<file path="config.mk">
export PLATFORM = sky130hd
export DESIGN_NAME = ps2_transmit_flat
export DESIGN_NICKNAME = d
export VERILOG_FILES = /design/src/rtl/ps2_transmit_if.sv /design/src/rtl/ps2_transmit.sv /design/src/flat_wrapper.sv
export SDC_FILE = /design/constraint.sdc
export NUM_CORES = 1
export LEC_CHECK = 0
export BUFFER_PORTS_ARGS = -buffer_cell sky130_fd_sc_hd__buf_2
export CORE_ASPECT_RATIO = 2
export CORE_UTILIZATION = 55
export DETAILED_ROUTE_END_ITERATION = 10
export HOLD_SLACK_MARGIN = 0.05
export PLACE_DENSITY = 0.75
export SLEW_MARGIN = 0
export SYNTH_ARGS = -nofsm -noshare
export SYNTH_HDL_FRONTEND = slang
export SYNTH_SLANG_ARGS = --single-unit
</file>
<file path="constraint.sdc">
create_clock -name clk -period 4 [get_ports clk]
set_input_delay 1 -clock clk [delete_from_list [all_inputs] [get_ports clk]]
set_output_delay 1 -clock clk [all_outputs]
set_load 0.005 [all_outputs]
</file>
<file path="src/rtl/ps2_transmit_if.sv">
// Command handshake between a PS/2 host controller and ps2_transmit:
// byte/request in, busy/done/error status back.
interface ps2_transmit_if;
    logic [7:0] tx_data;
    logic       tx_start;
    logic       busy;
    logic       done;
    logic       error;

    modport master (
        output tx_data,
        output tx_start,
        input  busy,
        input  done,
        input  error
    );

    modport slave (
        input  tx_data,
        input  tx_start,
        output busy,
        output done,
        output error
    );
endinterface

</file>
<file path="src/rtl/ps2_transmit.sv">
// Host-to-device PS/2 transmitter: request-to-send, device-clocked frame, ACK check.
// Optional watchdog from clock release to frame end enabled by `define PS2_TX_TIMEOUT_EN.
module ps2_transmit #(
    parameter int INHIBIT_CYCLES = 5000,
    parameter int TIMEOUT_CYCLES = 1000000
) (
    input  logic          clk,
    input  logic          reset,
    input  logic          ps2_clk_in,
    input  logic          ps2_data_in,
    output logic          ps2_clk_oe,
    output logic          ps2_data_oe,
    ps2_transmit_if.slave tx
);

    localparam int IW = $clog2(INHIBIT_CYCLES + 1);
    localparam logic [IW-1:0] INHIBIT_LAST = IW'(INHIBIT_CYCLES - 1);

    typedef enum logic [2:0] {
        IDLE      = 3'd0,
        INHIBIT   = 3'd1,
        RTS       = 3'd2,
        SHIFT     = 3'd3,
        ACK       = 3'd4,
        WAIT_IDLE = 3'd5
    } state_t;

    state_t          state_r;
    logic            clk_meta_r;
    logic            clk_sync_r;
    logic            data_meta_r;
    logic            data_sync_r;
    logic            clk_prev_r;
    logic            fall_r;
    logic            edge_mask_s;
    logic [IW-1:0]   inhibit_cnt_r;
    logic [3:0]      bit_cnt_r;
    logic [7:0]      byte_r;
    logic            parity_r;
    logic            clk_oe_r;
    logic            data_oe_r;
    logic            busy_r;
    logic            done_r;
    logic            error_r;

    // Host drives the clock low itself in these states; those edges are not device clocks.
    assign edge_mask_s = (state_r == INHIBIT) || (state_r == RTS);

    // Pad synchronisers and registered falling-edge detect on the device clock.
    always_ff @(posedge clk or posedge reset) begin
        if (reset) begin
            clk_meta_r  <= 1'b1;
            clk_sync_r  <= 1'b1;
            data_meta_r <= 1'b1;
            data_sync_r <= 1'b1;
            clk_prev_r  <= 1'b1;
            fall_r      <= 1'b0;
        end else begin
            clk_meta_r  <= ps2_clk_in;
            clk_sync_r  <= clk_meta_r;
            data_meta_r <= ps2_data_in;
            data_sync_r <= data_meta_r;
            clk_prev_r  <= clk_sync_r;
            fall_r      <= edge_mask_s ? 1'b0 : (clk_prev_r & ~clk_sync_r);
        end
    end

`ifdef PS2_TX_TIMEOUT_EN
    localparam int WW = $clog2(TIMEOUT_CYCLES + 1);
    // Fires so that done lands exactly TIMEOUT_CYCLES cycles after the RTS cycle.
    localparam logic [WW-1:0] WD_LAST = WW'(TIMEOUT_CYCLES - 2);

    logic [WW-1:0] wd_r;
    logic          watch_s;
    logic          timeout_s;

    assign watch_s   = (state_r == SHIFT) || (state_r == ACK) || (state_r == WAIT_IDLE);
    assign timeout_s = watch_s && (wd_r == WD_LAST);

    // Watchdog: cleared at clock release, runs while waiting on the device.
    always_ff @(posedge clk or posedge reset) begin
        if (reset) begin
            wd_r <= '0;
        end else if (state_r == RTS) begin
            wd_r <= '0;
        end else if (watch_s) begin
            wd_r <= wd_r + {{(WW-1){1'b0}}, 1'b1};
        end else begin
            wd_r <= wd_r;
        end
    end
`endif

    // Transmit sequencer with registered line drives and status.
    always_ff @(posedge clk or posedge reset) begin
        if (reset) begin
            state_r       <= IDLE;
            inhibit_cnt_r <= '0;
            bit_cnt_r     <= 4'd0;
            byte_r        <= 8'd0;
            parity_r      <= 1'b0;
            clk_oe_r      <= 1'b0;
            data_oe_r     <= 1'b0;
            busy_r        <= 1'b0;
            done_r        <= 1'b0;
            error_r       <= 1'b0;
        end else begin
            done_r <= 1'b0;
`ifdef PS2_TX_TIMEOUT_EN
            if (timeout_s) begin
                clk_oe_r  <= 1'b0;
                data_oe_r <= 1'b0;
                busy_r    <= 1'b0;
                done_r    <= 1'b1;
                error_r   <= 1'b1;
                state_r   <= IDLE;
            end else
`endif
            case (state_r)
                IDLE: begin
                    clk_oe_r  <= 1'b0;
                    data_oe_r <= 1'b0;
                    if (tx.tx_start) begin
                        byte_r        <= tx.tx_data;
                        parity_r      <= ~^tx.tx_data;
                        inhibit_cnt_r <= '0;
                        clk_oe_r      <= 1'b1;
                        busy_r        <= 1'b1;
                        error_r       <= 1'b0;
                        state_r       <= INHIBIT;
                    end
                end
                INHIBIT: begin
                    if (inhibit_cnt_r == INHIBIT_LAST) begin
                        clk_oe_r  <= 1'b0;
                        data_oe_r <= 1'b1;
                        state_r   <= RTS;
                    end else begin
                        inhibit_cnt_r <= inhibit_cnt_r + {{(IW-1){1'b0}}, 1'b1};
                    end
                end
                RTS: begin
                    bit_cnt_r <= 4'd0;
                    state_r   <= SHIFT;
                end
                SHIFT: begin
                    // Line is an open-collector pull: oe = 1 puts a 0 on the wire.
                    if (fall_r) begin
                        bit_cnt_r <= bit_cnt_r + 4'd1;
                        if (bit_cnt_r < 4'd8) begin
                            data_oe_r <= ~byte_r[bit_cnt_r[2:0]];
                        end else if (bit_cnt_r == 4'd8) begin
                            data_oe_r <= ~parity_r;
                        end else begin
                            data_oe_r <= 1'b0;
                            state_r   <= ACK;
                        end
                    end
                end
                ACK: begin
                    if (fall_r) begin
                        error_r <= data_sync_r;
                        state_r <= WAIT_IDLE;
                    end
                end
                WAIT_IDLE: begin
                    if (clk_sync_r && data_sync_r) begin
                        busy_r  <= 1'b0;
                        done_r  <= 1'b1;
                        state_r <= IDLE;
                    end
                end
                default: begin
                    clk_oe_r  <= 1'b0;
                    data_oe_r <= 1'b0;
                    busy_r    <= 1'b0;
                    state_r   <= IDLE;
                end
            endcase
        end
    end

    assign ps2_clk_oe  = clk_oe_r;
    assign ps2_data_oe = data_oe_r;
    assign tx.busy     = busy_r;
    assign tx.done     = done_r;
    assign tx.error    = error_r;

endmodule

</file>
<file path="src/flat_wrapper.sv">
// flat-port wrapper written by rule: the top's interface ports become plain ports
module ps2_transmit_flat 
#(
    parameter int INHIBIT_CYCLES = 5000,
    parameter int TIMEOUT_CYCLES = 1000000
)
  (clk, reset, ps2_clk_in, ps2_data_in, ps2_clk_oe, ps2_data_oe, tx_tx_data, tx_tx_start, tx_busy, tx_done, tx_error);
  ps2_transmit_if tx_i ();
  input  logic clk;
  input  logic reset;
  input  logic ps2_clk_in;
  input  logic ps2_data_in;
  output logic ps2_clk_oe;
  output logic ps2_data_oe;
  input wire logic [$bits(tx_i.tx_data)-1:0] tx_tx_data;
  input wire logic [$bits(tx_i.tx_start)-1:0] tx_tx_start;
  output wire logic [$bits(tx_i.busy)-1:0] tx_busy;
  output wire logic [$bits(tx_i.done)-1:0] tx_done;
  output wire logic [$bits(tx_i.error)-1:0] tx_error;
  assign tx_i.tx_data = tx_tx_data;
  assign tx_i.tx_start = tx_tx_start;
  assign tx_busy = tx_i.busy;
  assign tx_done = tx_i.done;
  assign tx_error = tx_i.error;
  ps2_transmit #(.INHIBIT_CYCLES(INHIBIT_CYCLES), .TIMEOUT_CYCLES(TIMEOUT_CYCLES)) u_core (.clk(clk), .reset(reset), .ps2_clk_in(ps2_clk_in), .ps2_data_in(ps2_data_in), .ps2_clk_oe(ps2_clk_oe), .ps2_data_oe(ps2_data_oe), .tx(tx_i));
endmodule
</file>
==> results of run 1 <==
-- cells in the mapped netlist, types with 2 or more instances --
cell,instances
nand2_1,40
dfrtp_1,35
nor2_1,11
o21ai_0,10
xnor2_1,10
a21oi_1,9
clkbuf_1,9
nand3_1,8
inv_1,6
dfstp_2,5
nor2b_1,5
o31ai_1,5
a22o_1,4
or4_1,4
a21o_1,3
mux2i_1,3
nand2b_1,3
xor2_1,3
ha_1,2
nand4_1,2
nor3_1,2
o211ai_1,2
-- final timing paths --
| kind | from | end | slack [ps] | depth (start not counted) |
|---|---|---|---|---|
| min | u_core.data_meta_r | u_core.data_sync_r | 360 | 0 |
| max | u_core.inhibit_cnt_r[5] | u_core.inhibit_cnt_r[1] | 1790 | 4 |
| min in group asynchronous | reset | u_core.fall_r | 810 | 3 |
| max in group asynchronous | reset | u_core.data_meta_r | 2830 | 3 |
| min reg2reg | u_core.data_meta_r | u_core.data_sync_r | 360 | 0 |
| max reg2reg | u_core.inhibit_cnt_r[5] | u_core.inhibit_cnt_r[1] | 1790 | 4 |
-- flip-flops by register name (all words and copies together), names as in the netlist, 3 cells and up --
register / count
u_core.bit_cnt_r: 4
u_core.inhibit_cnt_r: 13
u_core.byte_r: 8
u_core.state_r: 3
-- cell type report --
class                   count  area [um2]  area share
repair buffers             18        92.6      0.0415
inverters                   6        22.5      0.0101
multi-input cells         152         962       0.431
clock inverters             3        18.8     0.00840
clock buffers               5        68.8      0.0308
flip-flops and latches     40        1010       0.451
well taps                  49        61.3      0.0275
-- per-stage QoR --
stage               power (mW)  cell area, um2  setup slack [ps]
finish                   0.701            2230              1790
CTS                      0.709            2230              1810
floorplan                0.436            2040              1990
global placement         0.448            2150              1910
global route             0.731            2230              1640
detailed placement       0.449            2150              1830
-- worst reg2reg max path, delay by kind of cell (launching register included) --
kind            cells  cell delay [ps]
flops               1              430
compound gates      3             1130
simple gates        1              560
-- routing by layer --
layer | up-vias | global-route usage | routed length, um
met4 | 0 | 0.132 | 167
li1 | 763 | - | -
met2 | 44 | 0.423 | 2280
met3 | 17 | 0.0495 | 120
met1 | 789 | 0.265 | 1660
met5 | - | 0 | 0
-- power by group through the flow --
stage	registers (mW)	logic [mW]	clock network, mW
after floorplan	0.417	0.0190	0
final	0.410	0.0305	0.260
after detailed placement	0.418	0.0312	0
after CTS	0.410	0.0313	0.268
after global placement	0.418	0.0303	0
after global routing	0.410	0.0346	0.286
-- cells by family after synthesis --
logic type                 count (synthesis)
DFF                                       40
and+or+nand+nor                           89
AOI/OAI and AO/OA                         44
buffers and inverters                     17
muxes                                      4
xor gates and xnor gates                  13
adders and majority gates                  2
==> flow_metrics.py, run 1 <==
metrics = {
    "outcome": {
        "run_status": "completed",
    },
    "synth": {
        "yosys_warnings": 0,
        "synth_compound_area_frac": 0.155,
        "synth_edf_count": 0,
        "yosysTopAreaCellShare": 0.429,
        "synthMuxAreaShare": 0.0258,
        "yosys.area_share.simple": 0.223,
        "yosysTopAreaCell": "dfrtp_1",
        "ys_types": 50,
        "seq_area_frac_synth": 0.494,
        "synth_top_family_by_area": "simple AND/OR/NAND/NOR gates",
        "syn-num-nets": 224,
        "syn_area_per_cell_um2": 9.76,
        "synth_area_um2": 2040,
        "synth_xor_area_frac": 0.0558,
        "async_flop_share": 1.00,
        "synth-adder-area-share": 0.0123,
        "yosys_most_used_dff": "dfrtp_1",
        "syn_inst": 209,
        "synth.area.top_cells": "dfrtp_1 43%, nand2_1 7.4%, dfstp_2 6.4%, xnor2_1 4.3%, o21ai_0 2.5%",
        "synth-seq-cells": 40,
    },
    "cells_and_area": {
        "num-nets-final": 238,
        "final_cells": 273,
        "layout_commonest_cell": "nand2_1",
        "fin_util": 0.626,
        "layout_common_cells": "40 x nand2_1, 35 x dfrtp_1, 17 x buf_2",
        "area_delta_synth_final_pct": 9.44,
        "layout-drive-gt1-share": 0.170,
        "nFillCells": 314,
        "diodes": 0,
    },
    "power": {
        "power_density_nw_per_um2": 314,
        "netSwitchingFraction": 0.225,
        "leakagePower_nw": 1.03,
        "p_seq_frac": 0.585,
        "combPwrFrac": 0.044,
        "power_frac_clock": 0.371,
        "intPower_uw": 544,
        "switchingPower_uw": 158,
        "irDropWorstVdd_mv": 0.242,
    },
    "die": {
        "pin_count": 18,
        "start_util": 0.572,
        "core-area_um2": 3570,
        "fp.dieArea_um2": 3970,
        "num_rows": 31,
        "die_y_um": 88.1,
        "die_w_um": 45.1,
    },
    "hold_path": {
        "hold_class": "reg2reg",
    },
    "route": {
        "drtIter0Drc": 48,
        "first_pass_iters": 5,
        "via_count": 1613,
        "wl_per_cell_um": 15.5,
        "drtAntennaViolNets": 0,
        "routed_wl_mm": 4.23,
        "via_per_inst": 5.91,
        "remaining_drc_errors": 0,
    },
    "timing": {
        "hold_viol_final": 0,
        "grt_setup_unrepaired": "false",
        "tns_ps": 0,
        "slew_headroom": 0.403,
        "finalSetupViolations": 0,
        "period_minus_slack_ps": 2210,
        "tightest_slew_ps": 892,
        "fmax_mhz": 452,
        "finalCritPeriodShare": 0.553,
        "hold_slack_ps": 359,
        "finClkSkew_ps": 6.68,
        "timing.final.max_slew_violations": 0,
    },
    "place": {
        "io_buffers": 17,
        "dpl.cell_count": 265,
        "hpwl_mm": 3.03,
        "gp_congestion": 0.817,
    },
    "global_routing": {
        "antenna_found_initial": 0,
        "grt_max_degree": 41,
        "grt_pass1_wl_mm": 7.06,
        "globalRouteTotalUtil": 0.244,
        "overflow": 0,
        "grt_pass1_vias": 1632,
    },
    "clock_network": {
        "cts.sinks": 40,
        "htreeDepth": 2,
        "path_clk_slew_ps": 80,
        "cts_resized": 0,
        "postCtsHoldBufs": 0,
        "cts_tree": "done",
        "post_cts_buffers": 0,
        "clock_latency_ps": 290,
        "clockBufferDepth": 2,
        "cts_buffers": 5,
        "clock-root-buffer": "clkbuf_8",
    },
    "worst_setup_path": {
        "startpoint_type": "register",
        "worstPathRequired_ps": 4190,
        "crit_path_max_fanout": 18,
        "critPathKind": "reg2reg",
        "path_buf_inv": 0,
        "critPathMaxStageDelay_ps": 730,
        "arrival_ps": 2400,
        "crit_path_end_kind": "register",
        "crit_slowest_cell": "o41ai_4",
        "critPathTopFamily": "compound AO/OA/AOI/OAI gates",
        "cp_cell_sequence": "or4_4 -> o41ai_4 -> a21oi_1 -> a31o_2",
    },
    "run": {
        "drv_cap": 0,
    },
}
No activity file was read; power rests on OpenSTA's default activity.
==> run 2: changes to the inputs <==
- clock period: 4 -> 2.3 ns (I/O delays scaled with it)
==> flow_metrics.py, run 2 (synthesis gave the netlist of run 1 again) <==
metrics = {
    "worst_setup_path": {
        "rrSetupSlack_ps": 170,
        "cp_cell_sequence": "or4_4 -> o41ai_4 -> buf_4 -> o211ai_1 -> o31ai_1",
        "startpoint_type": "register",
        "timing.rr.end": "u_core.inhibit_cnt_r[2]",
        "critPathKind": "reg2reg",
        "arrival_ps": 2320,
        "crit_path_end_kind": "register",
        "worst_r2r_path_depth": 5,
        "timing.rr.start": "u_core.inhibit_cnt_r[5]",
        "critPathMaxStageDelay_ps": 630,
        "crit_slowest_cell": "o41ai_4",
        "worstPathRequired_ps": 2500,
        "crit_path_max_fanout": 14,
    },
    "power": {
        "irDropWorstVdd_mv": 0.513,
        "p_seq_frac": 0.580,
        "leakagePower_nw": 1.05,
        "switchingPower_uw": 252,
        "combPwrFrac": 0.042,
        "power_frac_clock": 0.377,
        "netSwitchingFraction": 0.204,
        "power_density_nw_per_um2": 543,
        "intPower_uw": 979,
    },
    "clock_network": {
        "postCtsHoldBufs": 0,
        "cts_resized": 0,
        "clock_latency_ps": 290,
        "post_cts_buffers": 0,
        "cts_buffers": 5,
        "cts_tree": "done",
        "cts.sinks": 40,
        "path_clk_slew_ps": 70,
        "clock-root-buffer": "clkbuf_8",
        "clockBufferDepth": 2,
        "htreeDepth": 2,
    },
    "die": {
        "pin_count": 18,
        "start_util": 0.572,
        "num_rows": 31,
        "core-area_um2": 3570,
        "die_w_um": 45.1,
        "die_y_um": 88.1,
        "fp.dieArea_um2": 3970,
    },
    "cells_and_area": {
        "layout_commonest_cell": "nand2_1",
        "layout-drive-gt1-share": 0.175,
        "area_delta_synth_final_pct": 11.0,
        "fin_util": 0.635,
        "diodes": 0,
        "num-nets-final": 242,
        "largest_register": "u_core.inhibit_cnt_r",
        "reg.largest.list": "u_core.inhibit_cnt_r x13, u_core.byte_r x8, u_core.bit_cnt_r x4",
        "largest_reg_flops": 13,
        "layout_common_cells": "40 x nand2_1, 35 x dfrtp_1, 17 x buf_2",
    },
    "hold_path": {
        "hold_path_end": "u_core.clk_sync_r",
        "worstHoldStart": "u_core.clk_meta_r",
        "worstHoldPathCells": 0,
        "hold_class": "reg2reg",
    },
    "timing": {
        "finClkSkew_ps": 5.70,
        "hold_viol_final": 0,
        "finalSetupViolations": 0,
        "grt_setup_unrepaired": "false",
        "slew_headroom": 0.495,
        "finalCritPeriodShare": 0.924,
        "tns_ps": 0,
        "timing.final.max_slew_violations": 0,
        "period_minus_slack_ps": 2130,
        "tightest_slew_ps": 755,
        "fmax_mhz": 470,
        "setup_slack_ps": 174,
    },
    "outcome": {
        "run_status": "completed",
    },
    "route": {
        "routed_wl_mm": 4.21,
        "drtAntennaViolNets": 0,
        "wl_per_cell_um": 15.2,
        "first_pass_iters": 4,
        "via_per_inst": 5.76,
        "drtIter0Drc": 32,
        "remaining_drc_errors": 0,
        "via_count": 1595,
    },
    "place": {
        "pre_cts_slack_ps": 181,
        "hpwl_mm": 3.12,
        "io_buffers": 17,
        "gp_congestion": 0.882,
    },
    "global_routing": {
        "globalRouteTotalUtil": 0.250,
        "grt_pass1_wl_mm": 7.16,
        "overflow": 0,
        "grt_max_degree": 41,
        "antenna_found_initial": 0,
        "grt_pass1_vias": 1623,
    },
    "run": {
        "drv_cap": 0,
    },
}
run 2: changes by cell type in the layout (fill, tap and decap cells not counted):
| cell | before | now |
|---|---|---|
| buf_4 | 1 | 5 |
| clkbuf_1 | 0 | 2 |
| clkbuf_8 | 5 | 6 |
| clkinv_2 | 2 | 0 |
| clkinv_4 | 1 | 0 |
run 2: worst max path at each step:
| stage | start | to | slack (ps) | depth (start not counted) |
|---|---|---|---|---|
| floorplan | u_core.inhibit_cnt_r[5] | u_core.ps2_clk_oe | 470 | 5 |
| global placement | u_core.inhibit_cnt_r[5] | u_core.inhibit_cnt_r[2] | 290 | 5 |
| detailed placement | u_core.inhibit_cnt_r[5] | u_core.inhibit_cnt_r[2] | 180 | 5 |
| CTS | u_core.inhibit_cnt_r[5] | u_core.inhibit_cnt_r[2] | 150 | 5 |
| global route | u_core.inhibit_cnt_r[5] | u_core.inhibit_cnt_r[2] | 0.8 | 5 |
| finish | u_core.inhibit_cnt_r[5] | u_core.inhibit_cnt_r[2] | 170 | 5 |
run 2: worst max-delay path: cells and delay by family (launching register included):
| kind | cells | cell delay (ps) |
|---|---|---|
| AO/OA/AOI/OAI | 3 | 810 |
| flip-flops | 1 | 410 |
| buffers and inverters | 1 | 260 |
| AND/OR/NAND/NOR | 1 | 560 |
run 2: layer usage:
layer	vias up	global-route usage	share of wire
li1	775	-	-
met1	777	0.275	0.39
met2	30	0.428	0.55
met3	13	0.0495	0.024
met4	0	0.140	0.036
met5	-	0	0
run 2: area by class of cell:
class | count | area, um2
multi-input cells | 152 | 962
flip-flops and latches | 40 | 1010
clock buffers | 8 | 90.1
fillers | 313 | 1300
well taps | 49 | 61.3
inverters | 6 | 22.5
repair buffers | 22 | 123
run 2: power by group through the flow:
| stage | Combinational [mW] | Clock, mW | Sequential [mW] |
|---|---|---|---|
| 5_1_grt | 0.0606 | 0.505 | 0.714 |
| 2_1_floorplan | 0.0331 | 0 | 0.726 |
| 3_3_place_gp | 0.0523 | 0 | 0.727 |
| 6_report | 0.0522 | 0.464 | 0.714 |
| 4_1_cts | 0.0541 | 0.478 | 0.714 |
| 3_5_place_dp | 0.0544 | 0 | 0.727 |
run 2: per-stage QoR:
| stage | std cells | cell area, um2 | total power, mW | hold slack (ps) |
|---|---|---|---|---|
| 2_1_floorplan | 209 | 2040 | 0.759 | 345 |
| 3_3_place_gp | 269 | 2180 | 0.779 | 347 |
| 3_5_place_dp | 269 | 2180 | 0.782 | 348 |
| 4_1_cts | 277 | 2270 | 1.25 | 358 |
| 5_1_grt | 277 | 2270 | 1.28 | 359 |
| 6_report | 277 | 2270 | 1.23 | 356 |
==> run 3: changes to the inputs <==
- PLACE_DENSITY: 0.75 -> 0.72
- clock period: 2.3 -> 2.6 ns (I/O delays scaled with it)
==> flow_metrics.py, run 3 (synthesis gave the netlist of run 1 again) <==
metrics = {
    "timing": {
        "tns_ps": 0,
        "setup_slack_ps": 493,
        "finalCritPeriodShare": 0.810,
        "period_minus_slack_ps": 2110,
        "fmax_mhz": 475,
        "hold_slack_ps": 357,
        "finClkSkew_ps": 3.39,
        "hold_viol_final": 0,
        "finalSetupViolations": 0,
        "timing.final.max_slew_violations": 0,
        "tightest_slew_ps": 693,
        "grt_setup_unrepaired": "false",
        "slew_headroom": 0.537,
    },
    "hold_path": {
        "hold_class": "reg2reg",
    },
    "die": {
        "die_y_um": 88.1,
        "die_w_um": 45.1,
        "fp.dieArea_um2": 3970,
        "pin_count": 18,
        "core-area_um2": 3570,
        "start_util": 0.572,
        "num_rows": 31,
    },
    "cells_and_area": {
        "nFillCells": 317,
        "final_cells": 274,
        "layout_common_cells": "40 x nand2_1, 35 x dfrtp_1, 17 x buf_2",
        "largest_register": "u_core.inhibit_cnt_r",
        "reg.largest.list": "u_core.inhibit_cnt_r x13, u_core.byte_r x8, u_core.bit_cnt_r x4",
        "layout-drive-gt1-share": 0.173,
        "largest_reg_flops": 13,
        "num-nets-final": 239,
        "area_delta_synth_final_pct": 11.7,
        "stdcell_area_um2": 2280,
        "layout_commonest_cell": "nand2_1",
        "diodes": 0,
    },
    "power": {
        "irDropWorstVdd_mv": 0.529,
        "power_density_nw_per_um2": 536,
        "leakagePower_nw": 1.05,
    },
    "clock_network": {
        "cts.sinks": 40,
        "clock-root-buffer": "clkbuf_8",
        "path_clk_slew_ps": 70,
        "clock_latency_ps": 290,
        "post_cts_buffers": 0,
        "htreeDepth": 2,
        "cts_buffers": 5,
        "cts_resized": 0,
        "clockBufferDepth": 2,
        "cts_tree": "done",
        "postCtsHoldBufs": 0,
    },
    "global_routing": {
        "globalRouteTotalUtil": 0.235,
        "grt_pass1_vias": 1552,
        "grt_max_degree": 41,
        "antenna_found_initial": 0,
        "overflow": 0,
        "grt_pass1_wl_mm": 6.82,
    },
    "place": {
        "dpl.cell_count": 266,
        "io_buffers": 17,
        "gp_congestion": 0.849,
        "hpwl_mm": 3.05,
        "placed_cell_area_um2": 2150,
        "pre_cts_slack_ps": 502,
    },
    "worst_setup_path": {
        "crit_path_max_fanout": 13,
        "critPathMaxStageDelay_ps": 580,
        "startpoint_type": "register",
        "critPathKind": "reg2reg",
        "arrival_ps": 2300,
        "critPathTopFamily": "compound AO/OA/AOI/OAI gates",
        "crit_path_end_kind": "register",
        "worstPathRequired_ps": 2790,
        "crit_slowest_cell": "o41ai_4",
        "cp_cell_sequence": "or4_4 -> o41ai_4 -> buf_4 -> o211ai_1 -> o31ai_1",
        "path_buf_inv": 1,
    },
    "route": {
        "drtAntennaViolNets": 0,
        "via_per_inst": 5.78,
        "first_pass_iters": 4,
        "wl_per_cell_um": 14.9,
        "routed_wl_mm": 4.09,
        "via_count": 1584,
        "drtIter0Drc": 34,
        "remaining_drc_errors": 0,
    },
    "outcome": {
        "run_status": "completed",
    },
    "run": {
        "drv_cap": 0,
    },
}
-- run 3: changes by cell type in the layout (fill, tap and decap cells not counted), sizes merged --
cell    delta
buf        -3
bufinv     +1
clkbuf     -1
-- run 3: stage by stage --
| stage | util | power [mW] |
|---|---|---|
| 2_1_floorplan | - | 0.671 |
| 3_3_place_gp | 0.603 | 0.689 |
| 3_5_place_dp | 0.603 | 0.691 |
| 4_1_cts | 0.639 | 1.24 |
| 5_1_grt | 0.639 | 1.27 |
| 6_report | 0.639 | 1.22 |
-- run 3: worst paths after layout --
path	startpoint	endpoint	slack, ps	cells after the start
worst max-delay path	u_core.inhibit_cnt_r[5]	u_core.inhibit_cnt_r[3]	490	5
worst min-delay path	u_core.data_meta_r	u_core.data_sync_r	360	0
worst max register to register	u_core.inhibit_cnt_r[5]	u_core.inhibit_cnt_r[3]	490	5
worst min register to register	u_core.data_meta_r	u_core.data_sync_r	360	0
max in group asynchronous	reset	u_core.data_sync_r	1770	3
min in group asynchronous	reset	u_core.tx.done	470	3
-- run 3: cell type report --
| class | instances | area (um2) | area share |
|---|---|---|---|
| multi-input cells | 152 | 962 | 0.422 |
| well taps | 49 | 61.3 | 0.0269 |
| flip-flops and latches | 40 | 1010 | 0.442 |
| clock inverters | 1 | 30.0 | 0.0132 |
| repair buffers | 19 | 100 | 0.0439 |
| inverters | 6 | 22.5 | 0.00988 |
| clock buffers | 7 | 96.3 | 0.0423 |
-- run 3: per-layer routing --
layer,up-vias,global-route usage,routed length [um]
li1,761,-,-
met1,792,0.273,1660
met2,26,0.406,2280
met3,5,0.0371,84
met4,0,0.107,70
met5,-,0,0
-- run 3: where the power goes --
| part | internal (mW) | switching, mW |
|---|---|---|
| registers | 0.629 | 0.00219 |
| clock network | 0.339 | 0.205 |
| logic | 0.0208 | 0.0259 |
| total | 0.988 | 0.233 |
